--- src/rtl/serial_mul_if.sv ---
// Operand/product valid-ready bundle shared by the serial multiplier and its clients.
// The master side supplies operands and consumes the product; the slave side is the multiplier.
interface serial_mul_if #(
  parameter int width = 32
);
  logic [width-1:0]   x;
  logic [width-1:0]   y;
  logic               data_x_vld;
  logic               data_x_rdy;
  logic               data_y_vld;
  logic               data_y_rdy;
  logic [2*width-1:0] product;
  logic               d_out_vld;
  logic               d_out_rdy;

  modport master (
    output x, y, data_x_vld, data_y_vld, d_out_rdy,
    input  data_x_rdy, data_y_rdy, product, d_out_vld
  );

  modport slave (
    input  x, y, data_x_vld, data_y_vld, d_out_rdy,
    output data_x_rdy, data_y_rdy, product, d_out_vld
  );
endinterface

--- src/rtl/serial_mul.sv ---
// Bit-serial unsigned shift-and-add multiplier: one multiplier bit per clock,
// exact 2*width-bit product returned through a valid-ready handshake.
module serial_mul #(
  parameter int width = 32
) (
  input  logic        clk,
  input  logic        syn_reset,
  serial_mul_if.slave bus
);

  localparam int cnt_w = $clog2(width) + 1;

  localparam logic [1:0] LOAD = 2'b00;
  localparam logic [1:0] COMP = 2'b01;
  localparam logic [1:0] DONE = 2'b10;

  logic [1:0]         state;
  logic               got_x;
  logic               got_y;
  logic [cnt_w-1:0]   counter;
  logic [2*width-1:0] mcand_sh;
  logic [width-1:0]   mplier;
  logic [2*width-1:0] acc;
  logic [2*width-1:0] acc_next;
  logic [2*width-1:0] product_q;

  logic x_rdy;
  logic y_rdy;
  logic x_hs;
  logic y_hs;
  logic both_have;
  logic last_iter;

  // Handshake outputs depend on registered state only.
  assign x_rdy     = (state == LOAD) && !got_x;
  assign y_rdy     = (state == LOAD) && !got_y;
  assign x_hs      = bus.data_x_vld && x_rdy;
  assign y_hs      = bus.data_y_vld && y_rdy;
  assign both_have = (got_x || x_hs) && (got_y || y_hs);
  assign last_iter = (counter == cnt_w'(width - 1));

  assign bus.data_x_rdy = x_rdy;
  assign bus.data_y_rdy = y_rdy;
  assign bus.d_out_vld  = (state == DONE);
  assign bus.product    = product_q;

  // The multiplicand is kept pre-shifted, equivalent to adding it shifted left by counter.
  always_comb begin
    acc_next = acc + (mplier[0] ? mcand_sh : '0);
  end

  always_ff @(posedge clk) begin
    if (syn_reset) begin
      state     <= LOAD;
      got_x     <= 1'b0;
      got_y     <= 1'b0;
      counter   <= '0;
      mcand_sh  <= '0;
      mplier    <= '0;
      acc       <= '0;
      product_q <= '0;
    end else begin
      case (state)
        LOAD: begin
          if (x_hs) mcand_sh <= {{width{1'b0}}, bus.x};
          if (y_hs) mplier <= bus.y;
          if (both_have) begin
            state   <= COMP;
            acc     <= '0;
            counter <= '0;
            got_x   <= 1'b0;
            got_y   <= 1'b0;
          end else begin
            if (x_hs) got_x <= 1'b1;
            if (y_hs) got_y <= 1'b1;
          end
        end
        COMP: begin
          acc      <= acc_next;
          mcand_sh <= mcand_sh << 1;
          mplier   <= mplier >> 1;
          counter  <= counter + cnt_w'(1);
          if (last_iter) begin
            product_q <= acc_next;
            state     <= DONE;
          end
        end
        DONE: begin
          if (bus.d_out_rdy) state <= LOAD;
        end
        default: state <= LOAD;
      endcase
    end
  end

endmodule
--- src/flat_wrapper.sv ---
// flat-port wrapper written by rule: the top's interface ports become plain ports
module serial_mul_flat 
#(
  parameter int width = 32
)
  (clk, syn_reset, bus_x, bus_y, bus_data_x_vld, bus_data_y_vld, bus_d_out_rdy, bus_data_x_rdy, bus_data_y_rdy, bus_product, bus_d_out_vld);
  serial_mul_if #(.width(width)) bus_i ();
  input  logic clk;
  input  logic syn_reset;
  input wire logic [$bits(bus_i.x)-1:0] bus_x;
  input wire logic [$bits(bus_i.y)-1:0] bus_y;
  input wire logic [$bits(bus_i.data_x_vld)-1:0] bus_data_x_vld;
  input wire logic [$bits(bus_i.data_y_vld)-1:0] bus_data_y_vld;
  input wire logic [$bits(bus_i.d_out_rdy)-1:0] bus_d_out_rdy;
  output wire logic [$bits(bus_i.data_x_rdy)-1:0] bus_data_x_rdy;
  output wire logic [$bits(bus_i.data_y_rdy)-1:0] bus_data_y_rdy;
  output wire logic [$bits(bus_i.product)-1:0] bus_product;
  output wire logic [$bits(bus_i.d_out_vld)-1:0] bus_d_out_vld;
  assign bus_i.x = bus_x;
  assign bus_i.y = bus_y;
  assign bus_i.data_x_vld = bus_data_x_vld;
  assign bus_i.data_y_vld = bus_data_y_vld;
  assign bus_i.d_out_rdy = bus_d_out_rdy;
  assign bus_data_x_rdy = bus_i.data_x_rdy;
  assign bus_data_y_rdy = bus_i.data_y_rdy;
  assign bus_product = bus_i.product;
  assign bus_d_out_vld = bus_i.d_out_vld;
  serial_mul #(.width(width)) u_core (.clk(clk), .syn_reset(syn_reset), .bus(bus_i));
endmodule
--- config.mk ---
export PLATFORM = sky130hd
export DESIGN_NAME = serial_mul_flat
export DESIGN_NICKNAME = d
export VERILOG_FILES = /design/src/rtl/serial_mul_if.sv /design/src/rtl/serial_mul.sv /design/src/flat_wrapper.sv
export SDC_FILE = /design/constraint.sdc
export NUM_CORES = 1
export LEC_CHECK = 0
export CORE_ASPECT_RATIO = 1.5
export CORE_MARGIN = 4
export CORE_UTILIZATION = 30
export DETAILED_ROUTE_END_ITERATION = 6
export RECOVER_POWER = 50
export REMOVE_ABC_BUFFERS = 1
export SYNTH_ARGS = -nofsm -noshare
export SYNTH_HDL_FRONTEND = slang
export SYNTH_SLANG_ARGS = --single-unit
--- constraint.sdc ---
create_clock -name clk -period 9.75 [get_ports clk]
set_clock_uncertainty 0.05 [all_clocks]
set_input_delay 1.4625 -clock clk [delete_from_list [all_inputs] [get_ports clk]]
set_output_delay 1.4625 -clock clk [all_outputs]
set_load 0.1 [all_outputs]
### Yosys cells after proc, flatten, opt, wreduce, memory -nomap -nowiden

Index checks and enable logic that the tools add are counted.

* reductions and logical operators: 20
* equality and inequality tests: 8
* add/subtract/negate cells: 2
* multiplexer cells: 17

Operators by type and width (number)
* $pmux W64 S2: 2
* $mux W64: 3
* $add A64 B64 Y64: 1
* $pmux W32 S2: 1
* $mux W32: 1
* $pmux W6 S2: 1
* $reduce_and A2 Y1: 6
* $ne A2 B1 Y1 const B: 4
* $add A6 B1 Y6 const B: 1
* $eq A6 B5 Y1 const B: 1
* $mux W2: 3
* $mux W6: 1
* $pmux W2 S3: 1
* $reduce_bool A2 Y1: 3
* $logic_and A1 B1 Y1: 5
* $mux W1: 4
* $reduce_and A3 Y1: 1
* $eq A2 B1 Y1 const B: 1
* $eq A2 B2 Y1 const B: 1
* $logic_not A1 Y1: 2
* $logic_not A2 Y1: 1
* $logic_or A1 B1 Y1: 2
* $ne A2 B2 Y1 const B: 1

* bits in registers: 234
* output and inout bits: 67
* word-level logic and storage cells: 55

### Depth between registers and ports, before layout

* depth in word-level cells: 7
* mapped depth: 14
* mapped depth without buffers: 12

### Least setup slack after synthesis

Ideal clock, no wire load.

* path type: flip-flop to output port
* start point: register u_core.state[1]
* end point: output bus_data_x_rdy
* path buffers: 0
* arrival: 2.404 ns
* slack: 5.833 ns
* cell stages (with the launch flop): 2
* data required time: 8.238 ns
* cells stage by stage: dfxtp_1 nor3_1

* word-level cells in the longest chain between the ends: 2

RTL lines
* from (decl): RTL line serial_mul.sv:17 `logic [1:0] state;`
* from (signal assigned): RTL line serial_mul.sv:54 `state <= LOAD;`
* from (signal assigned): RTL line serial_mul.sv:68 `state <= COMP;`
* from (signal assigned): RTL line serial_mul.sv:85 `state <= DONE;`
* $logic_not A2 Y1: RTL line serial_mul.sv:35 `assign x_rdy = (state == LOAD) && !got_x;`
* $logic_and A1 B1 Y1: RTL line serial_mul.sv:35
* to (decl): RTL line flat_wrapper.sv:15 `output wire logic [$bits(bus_i.data_x_rdy)-1:0] bus_data_x_rdy;`

Every way passes these cells.

### Final worst setup path

* start point: register u_core.state[1]
* end point: register u_core.product_q[20] (netlist: u_core.bus.product[20])

* word-level cells in the longest chain between the ends: 2

RTL lines
* $eq A2 B1 Y1: RTL line serial_mul.sv:63 `case (state)`
* $reduce_and A2 Y1 (no source line)
* to (signal assigned): RTL line serial_mul.sv:84 `product_q <= acc_next;`
* to (decl): RTL line serial_mul.sv:25 `logic [2*width-1:0] product_q;`

Every way passes these cells.
A chain may end at the register's enable or synchronous reset.

==> impl_metrics.ini <==
[outcome]
status = complete, but fails checks
violations = capacitance limit, slew limit

[clock_network]
clockRootBuffer = clkbuf_16
hold_buffers = 0
cts_tree = built
h-tree-depth = 1
clkSinkCount = 234
post_cts_resized = 0
cts_setup_buffers = 0
clk_path_buf_depth = 3
numCtsBuffers = 25
clk_pin_slew_worst_paths_ns = 0.07
clk_latency_ns = 0.55

[layout]
syn_to_final_growth_pct = 19.0
fin_util_pct = 36.3
nets = 1851
final_cell_mix = nand2_1, dfxtp_1, a21oi_1, clkdlybuf4s50_1, nor2_1
drive_gt1_share_pct = 4.62
final_common_cell = nand2_1

[placed_design]
gp_congestion = 0.902
pre_cts_ws_ns = 5.20
dpl.hpwl_um = 28300
port_buffers = 135

[global_routing]
grt_usage_pct = 16.3
overflow = 0
antenna_found_initial = 2
grt_pass1_wl_um = 63600
grt_pass1_vias = 12200
grt_start_max_net_pins = 83

[timing]
setup_tns_ns = 0
finalSetupViolCount = 0
max_freq_mhz = 165
maxSlewHeadroom_pct = -134
fin_ws_ns = 3.68
rsz0062_at_grt = no
tightestPinTransition_ns = 3.50
timing.final.crit_share_pct = 62.3
hold_viol = 0
slew_violations = 365
period_minus_slack_ns = 6.07
hold-worst-slack_ns = 0.401

[power_and_ir_drop]
power_mw = 2.20
max-vdd-ir-drop_uv = 106
p_per_area_mw_per_mm2 = 141
switching_share_pct = 26.7
leakagePower_nw = 5.92
netSwitchingPower_mw = 0.589
p_clk_share_pct = 43.5
p_comb_share_pct = 10.6
p_int_mw = 1.61
seq_power_share_pct = 45.9

[die]
start_util_pct = 30.5
ios = 136
die_area_mm2 = 0.0472
coreArea_mm2 = 0.0431
dieHeight_um = 264
fp.dieW_um = 179
rows = 93

[critical_path]
reg2regPathDepth = 6
cp.required_ns = 10.11
cp-end-kind = flip-flop
crit_fanout = 75
arrival_ns = 6.43
cp-start-kind = flip-flop
crit_type = flip-flop to flip-flop

[synthesis]
synth_cell_types = 71
synth.avg_cell_area_um2 = 7.89
ys.flop_type = dfxtp_1
ys_seq_elements = 234
syn_area_mm2 = 0.0131
synthArstFlopShare_pct = 0
synth_warnings = 0
syn_inst = 1663
synth_enable_flop_cells = 0
yosysSeqAreaShare_pct = 35.7

[detailed_routing]
drt-pass1-iter-count = 5
post_drt_via_cell_ratio = 5.26
routed_wl_um = 39400
drt_iter0_drc = 629
vias = 12100
routedWlPerCell_um = 17.1
drc = 0
ant_nets = 0

[hold_path]
hold_depth = 2
min_path_type = flip-flop to flip-flop

[flow_run]
drv_cap = 8
-- power by group through the flow --
stage                     Clock, mW  Sequential [mW]  Combinational, mW
final                         0.959             1.01              0.233
after global routing           1.02             1.01              0.257
after CTS                     0.988             1.01              0.234
after detailed placement          0             1.03              0.234
after global placement            0             1.03              0.231
after floorplan                   0             1.03              0.134
-- registers in the layout, indices dropped and copies added (netlist names) --
signal              flops
u_core.bus.product     64
u_core.mplier          32
u_core.state            2
u_core.acc             64
u_core.got_x            1
u_core.mcand_sh        64
u_core.counter          6
u_core.got_y            1
-- metrics by stage --
stage          area [um2]  std cells
6_report            15600       2305
5_1_grt             15600       2305
4_1_cts             15600       2303
3_5_place_dp        14800       2260
3_3_place_gp        14800       2260
2_1_floorplan       12600       1542
-- layout make-up --
type | instances | area, um2
diodes | 2 | 5.00
clock buffers | 34 | 719
clock inverters | 9 | 88.8
fillers | 4577 | 27400
inverters | 17 | 63.8
multi-input cells | 1291 | 7910
flip-flops and latches | 234 | 4680
well taps | 570 | 713
repair buffers | 148 | 1430
-- worst max-delay path, cell delays in order, from the launching register on --
cell      delay, ns
dfxtp_1        0.45
nand2b_1       1.96
clkbuf_1       1.85
nor3_1         0.18
clkbuf_1       0.84
nand2_1        0.45
a21oi_1        0.11
-- logic make-up (layout without fill, tap and decap cells) --
| logic type | after synthesis | count (layout) | share of synthesized area, % |
|---|---|---|---|
| other | 0 | 2 | 0 |
| xor gates and xnor gates | 58 | 58 | 3.87 |
| AOI/OAI and AO/OA | 498 | 498 | 24.2 |
| buffers and inverters | 138 | 208 | 4.15 |
| DFF | 234 | 234 | 35.7 |
| adders and majority gates | 65 | 65 | 6.26 |
| muxes | 35 | 35 | 2.67 |
| and+or+nand+nor | 635 | 635 | 23.1 |
-- cells in the mapped netlist, drive strengths merged, types with 4 or more instances --
cell type,instances,area [um2]
dfxtp,234,4680
a22oi,39,293
a2111oi,7,118
o31ai,5,47.5
nand2,250,941
a221o,4,40.0
mux2i,35,350
inv,16,60.1
or2,5,31.3
o21bai,11,82.6
nand2b,6,37.5
buf,23,103
o211ai,10,90.1
and2,68,425
clkbuf,98,378
a22o,16,140
nand4,30,203
nor2,103,389
ha,64,801
nand3,82,410
nor3,29,150
o21ai,63,319
a21oi,216,1080
a211o,4,35.0
nor2b,9,56.3
a211oi,39,298
or3,13,81.3
xnor2,33,289
o21a,13,97.6
or4,7,56.3
a31oi,21,131
xor2,25,219
and3,14,97.6
a21o,29,218
and4,6,52.6
nor4,4,25.0
-- final timing paths --
path,startpoint,end,slack (ns)
worst max-delay path,u_core.state[1]$_SDFFE_PP0P_,u_core.bus.product[20]$_SDFFE_PP0P_,3.68
worst min-delay path,u_core.bus.product[41]$_SDFFE_PP0P_,u_core.bus.product[41]$_SDFFE_PP0P_,0.40
worst max register to register,u_core.state[1]$_SDFFE_PP0P_,u_core.bus.product[20]$_SDFFE_PP0P_,3.68
worst min register to register,u_core.bus.product[41]$_SDFFE_PP0P_,u_core.bus.product[41]$_SDFFE_PP0P_,0.40
-- layer usage --
| layer | up-vias | GRT usage [%] | wire length [um] |
|---|---|---|---|
| met3 | 64 | 1.86 | 1450 |
| li1 | 6071 | - | - |
| met4 | 0 | 5.52 | 1230 |
| met2 | 244 | 30.2 | 20500 |
| met5 | - | 0 | 0 |
| met1 | 5755 | 19.1 | 16200 |
No activity file was read; power rests on OpenSTA's default activity.
